--- config.mk ---
export PLATFORM = sky130hd
export DESIGN_NAME = food_spawner
export DESIGN_NICKNAME = d
export VERILOG_FILES = /design/src/rtl/food_spawner.sv
export SDC_FILE = /design/constraint.sdc
export NUM_CORES = 1
export LEC_CHECK = 0
export BUFFER_PORTS_ARGS = -buffer_cell sky130_fd_sc_hd__clkbuf_2
export CORE_UTILIZATION = 45
export DETAILED_ROUTE_END_ITERATION = 16
export PLACE_DENSITY_LB_ADDON = 0.25
export SYNTH_ARGS = -nofsm -noshare
export SYNTH_HDL_FRONTEND = slang
export SYNTH_SLANG_ARGS = --single-unit
--- constraint.sdc ---
create_clock -name clk -period 2.3 [get_ports clk]
set_clock_uncertainty 0.1 [all_clocks]
set_input_delay 0.575 -clock clk [delete_from_list [all_inputs] [get_ports clk]]
set_output_delay 0.575 -clock clk [all_outputs]
set_load 0.01 [all_outputs]
--- src/rtl/food_spawner.sv ---
`default_nettype none
// ============================================================================
//  Module      : food_spawner
//  Description : Turns the free-running LFSR word into a free food cell on the
//                Snake grid. Candidates are checked against the body occupancy
//                store through a one-cycle query port. After MAX_TRIES failed
//                random draws a row-major scan finds the first free cell, or
//                reports that the grid is full.
//  Revision    : 1.0 - initial release
// ============================================================================
module food_spawner #(
  parameter int RAND_WIDTH = 32,
  parameter int GRID_W     = 16,
  parameter int GRID_H     = 12,
  parameter int X_BITS     = 4,
  parameter int Y_BITS     = 4,
  parameter int MAX_TRIES  = 8
) (
  input  logic                  clk,
  input  logic                  reset,
  input  logic [RAND_WIDTH-1:0] random_in,
  input  logic                  spawn_req,
  output logic                  query_valid,
  output logic [X_BITS-1:0]     query_x,
  output logic [Y_BITS-1:0]     query_y,
  input  logic                  query_hit,
  output logic                  food_valid,
  output logic [X_BITS-1:0]     food_x,
  output logic [Y_BITS-1:0]     food_y,
  output logic                  grid_full,
  output logic                  busy
);

  // Tries counter must be able to hold MAX_TRIES itself.
  localparam int TRY_BITS = $clog2(MAX_TRIES + 1);
  localparam logic [TRY_BITS-1:0] TRY_LIMIT = TRY_BITS'(MAX_TRIES);

  // One extra bit so a grid edge of exactly 2^X_BITS / 2^Y_BITS still fits.
  localparam logic [X_BITS:0]   X_LIMIT = (X_BITS + 1)'(GRID_W);
  localparam logic [Y_BITS:0]   Y_LIMIT = (Y_BITS + 1)'(GRID_H);
  localparam logic [X_BITS-1:0] X_LAST  = X_BITS'(GRID_W - 1);
  localparam logic [Y_BITS-1:0] Y_LAST  = Y_BITS'(GRID_H - 1);

  localparam logic [2:0] ST_IDLE   = 3'd0;
  localparam logic [2:0] ST_SAMPLE = 3'd1;
  localparam logic [2:0] ST_QUERY  = 3'd2;
  localparam logic [2:0] ST_WAIT   = 3'd3;
  localparam logic [2:0] ST_SCAN_Q = 3'd4;
  localparam logic [2:0] ST_SCAN_W = 3'd5;
  localparam logic [2:0] ST_DONE   = 3'd6;
  localparam logic [2:0] ST_FULL   = 3'd7;

  logic [2:0]          state;
  logic [X_BITS-1:0]   cand_x;
  logic [Y_BITS-1:0]   cand_y;
  logic [X_BITS-1:0]   scan_x;
  logic [Y_BITS-1:0]   scan_y;
  logic [TRY_BITS-1:0] tries;
  logic [TRY_BITS-1:0] tries_next;

  logic [X_BITS-1:0]   draw_x;
  logic [Y_BITS-1:0]   draw_y;
  logic                draw_in_range;
  logic                scanning;
  logic                scan_at_last;

  // Only the low X bits and the top Y bits of the LFSR word are used.
  logic                unused_rand;
  assign unused_rand = ^random_in;

  // No modulo: raw bit fields, rejected if they fall outside the grid.
  assign draw_x        = random_in[X_BITS-1:0];
  assign draw_y        = random_in[RAND_WIDTH-1 -: Y_BITS];
  assign draw_in_range = ({1'b0, draw_x} < X_LIMIT) && ({1'b0, draw_y} < Y_LIMIT);
  assign tries_next    = tries + 1'b1;
  assign scanning      = (state == ST_SCAN_Q) || (state == ST_SCAN_W);
  assign scan_at_last  = (scan_x == X_LAST) && (scan_y == Y_LAST);

  // Query address stays on the latched candidate or scan cell for the
  // strobe cycle and the following response cycle.
  assign query_valid = (state == ST_QUERY) || (state == ST_SCAN_Q);
  assign query_x     = scanning ? scan_x : cand_x;
  assign query_y     = scanning ? scan_y : cand_y;
  assign food_valid  = (state == ST_DONE);
  assign grid_full   = (state == ST_FULL);
  assign busy        = (state != ST_IDLE);

  // Main placement FSM: random draws first, row-major scan as fallback.
  always_ff @(posedge clk) begin
    if (reset) begin
      state  <= ST_IDLE;
      cand_x <= '0;
      cand_y <= '0;
      scan_x <= '0;
      scan_y <= '0;
      tries  <= '0;
      food_x <= '0;
      food_y <= '0;
    end else begin
      case (state)
        ST_IDLE: begin
          if (spawn_req) begin
            state <= ST_SAMPLE;
            tries <= '0;
          end
        end
        ST_SAMPLE: begin
          cand_x <= draw_x;
          cand_y <= draw_y;
          tries  <= tries_next;
          if (draw_in_range) begin
            state <= ST_QUERY;
          end else if (tries_next == TRY_LIMIT) begin
            state  <= ST_SCAN_Q;
            scan_x <= '0;
            scan_y <= '0;
          end
          // otherwise stay and take the next LFSR word
        end
        ST_QUERY: begin
          state <= ST_WAIT;
        end
        ST_WAIT: begin
          if (!query_hit) begin
            food_x <= cand_x;
            food_y <= cand_y;
            state  <= ST_DONE;
          end else if (tries == TRY_LIMIT) begin
            state  <= ST_SCAN_Q;
            scan_x <= '0;
            scan_y <= '0;
          end else begin
            state <= ST_SAMPLE;
          end
        end
        ST_SCAN_Q: begin
          state <= ST_SCAN_W;
        end
        ST_SCAN_W: begin
          if (!query_hit) begin
            food_x <= scan_x;
            food_y <= scan_y;
            state  <= ST_DONE;
          end else if (scan_at_last) begin
            state <= ST_FULL;
          end else begin
            if (scan_x == X_LAST) begin
              scan_x <= '0;
              scan_y <= scan_y + 1'b1;
            end else begin
              scan_x <= scan_x + 1'b1;
            end
            state <= ST_SCAN_Q;
          end
        end
        ST_DONE: begin
          state <= ST_IDLE;
        end
        ST_FULL: begin
          state <= ST_IDLE;
        end
        default: begin
          state <= ST_IDLE;
        end
      endcase
    end
  end

endmodule
`default_nettype wire

==> results.yml <==
status:
  outcome: "complete, no violations"
timing:
  worst_slew_pin_slew_ns: 0.4963
  hold_viol_final: 0
  rsz0062_at_grt: "no"
  max_freq_mhz: 454.9
  final_max_slew_viol_count: 0
  min_period_ns: 2.198
  period_share: 0.9558
  slew_headroom: 0.6656
  finalSetupViolations: 0
  finalSetupTns_ns: 0
yosys:
  ys_seq_elements: 31
  yosysTopAreaCell: "dfxtp_1"
  ys_types: 47
  syn_nets: 241
  syn_area_per_cell_um2: 8.298
  yosys-top-cells-count: "dfxtp_1 (31), nand2_1 (25), nor2_1 (23), a21oi_1 (16), o22ai_1 (9)"
  synth_cells: 201
  ys.warnings.count: 0
  synth_most_common_cell: "dfxtp_1"
  seq_area_frac_synth: 0.3721
  synth-edff-count: 0
  syn_area_mm2: 0.001668
  synth_top_flop_cell: "dfxtp_1"
  ys_top_cells_by_area: "dfxtp_1 (37%), nand2_1 (5.6%), nor2_1 (5.2%), a21oi_1 (4.8%), mux2_2 (4.7%)"
  synth_top_area_frac: 0.3721
  async_flop_share: 0
global_route:
  grt_usage: 0.2281
  grt_pass1_wl_um: 7038
  antenna_found_initial: 0
  overflow: 0
  grt_pass1_vias: 1517
  grt_max_degree: 21
floorplanning:
  dieArea_mm2: 0.003954
  die_w_um: 62.88
  die_height_um: 62.88
  num_rows: 21
  ioPinCount: 56
  initial_utilization: 0.4846
  core_mm2: 0.003442
critical_path:
  cpMaxStageDelayCell: "dfxtp_1"
  critical_path_arrival_ns: 1.52
  worst-setup-path-type: "register to primary output"
  worst_setup_path_end_kind: "primary output"
  path_cells: "nand2b_1 > buf_6 > mux2_2 > clkbuf_2"
  worst_ep_required_time_ns: 1.62
  path_max_fanout: 20
  worst_path_largest_cell_delay_ns: 0.41
  crit_path_start_kind: "register"
power:
  p_leak_nw: 0.8745
  ir_worst_vdd_v: 0.0004899
  swShare: 0.2980
  p_int_mw: 0.9084
  switching_power_mw: 0.3857
  seqPwrFrac: 0.461
  p_per_area_mw_per_mm2: 642.1
  combPwrFrac: 0.221
  clock_power_share: 0.318
detailed_routing:
  drtAntennaViolNets: 0
  first_pass_iters: 4
  num_vias: 1636
  viasPerCell: 5.700
  drt_wl_total_um: 4142
  drc: 0
  drt-wirelength-per-cell_um: 14.43
  drt_iter0_markers: 87
cells_and_area:
  nets: 280
  antenna_cells: 0
  fillers: 333
  final_cell_area_mm2: 0.002016
  multi_input_area_um2: 973.4
  drive_gt1_frac: 0.2863
  syn2layout_area_growth_pct: 20.85
  regArea_um2: 624.3
clock_tree:
  numCtsBuffers: 5
  h-tree-depth: 2
  clk_path_buf_depth: 2
  clk_pin_slew_worst_paths_ns: 0.07
  clk_latency_ns: 0.29
  cts_tree: "done"
  cts-root-buf: "clkbuf_8"
  cts_sinks: 31
placed_design:
  gp_congestion: 0.8567
  placed_cell_area_mm2: 0.001927
  dp_hpwl_um: 2911
  io_buffer_count: 31
min_path:
  hp-class: "register to register"
flow_run:
  cap_violations: 0
[layer usage]
layer	vias up	wire [µm]	global-route usage
met5	-	0	0
met4	0	59	0.09593
met3	4	202	0.05109
met2	41	1997	0.3858
met1	777	1883	0.2744
li1	814	-	-
[power by group through the flow]
stage / logic (mW) / clock network (mW) / registers [mW]
after global routing: 0.316 / 0.452 / 0.600
final: 0.286 / 0.412 / 0.596
after global placement: 0.282 / 0 / 0.606
after CTS: 0.286 / 0.422 / 0.595
after floorplan: 0.195 / 0 / 0.598
after detailed placement: 0.284 / 0 / 0.606
[layout by cell type, fill, tap and decap left out, drive strengths merged, types with 7 or more instances in the layout]
cell	count
nand2	26
mux2	7
o22ai	9
o22a	7
a21oi	17
clkbuf	38
nor2	23
nand3	7
buf	14
dfxtp	31
[logic make-up (layout without fill, tap and decap cells)]
kind of cell | after synthesis | count (layout) | synth area share
buf+inv | 17 | 57 | 0.04426
simple gates | 82 | 82 | 0.2558
flops | 31 | 31 | 0.3721
mux | 8 | 8 | 0.05327
compound gates | 59 | 59 | 0.2446
fa+ha+maj | 4 | 4 | 0.03001
[area by class of cell]
class                   count  share of cell area
inverters                   4            0.007449
repair buffers             45              0.1310
well taps                  46             0.02855
clock inverters             1            0.002483
flip-flops and latches     31              0.3097
multi-input cells         153              0.4829
clock buffers               7             0.03786
[per-stage QoR]
step           power (mW)    util  hold slack, ns  setup slack, ns  instances
2_1_floorplan      0.7933       -          0.3460           0.3201        201
6_report            1.294  0.5856          0.3689           0.1017        287
5_1_grt             1.368  0.5856          0.4048          0.01064        287
3_5_place_dp       0.8907  0.5598          0.3622           0.2290        279
3_3_place_gp       0.8878  0.5598          0.3548           0.2391        279
4_1_cts             1.303  0.5838          0.3710          0.01705        287
[flip-flops by register name, summed over array words and instances (netlist names)]
register,flops
cand_x,4
tries,4
scan_y,4
scan_x,4
state,3
food_y,4
food_x,4
cand_y,4
[worst paths after layout]
check            start          to  slack (ns)  cells after the start
min          cand_x[2]   cand_x[2]        0.37                      2
min reg2reg  cand_x[2]   cand_x[2]        0.37                      2
max           state[2]  query_x[1]        0.10                      4
max reg2reg   tries[0]   scan_x[2]        0.22                      7
[worst max-delay path, delay by kind of cell, from the launching register on]
kind | cells | cell delay (ns)
AND/OR/NAND/NOR | 1 | 0.13
flip-flops | 1 | 0.41
multiplexers | 1 | 0.36
buffers and inverters | 2 | 0.32
[what timing repair did]
| action | in CTS | in global routing |
|---|---|---|
| hold endpoints to repair | 0 | 0 |
| setup buffers | 0 | 0 |
| setup endpoints to repair | 7 | 7 |
| resized for setup | 1 | 2 |
| hold buffers | 0 | 0 |
Note: power is estimated with default switching activity, not from simulation.
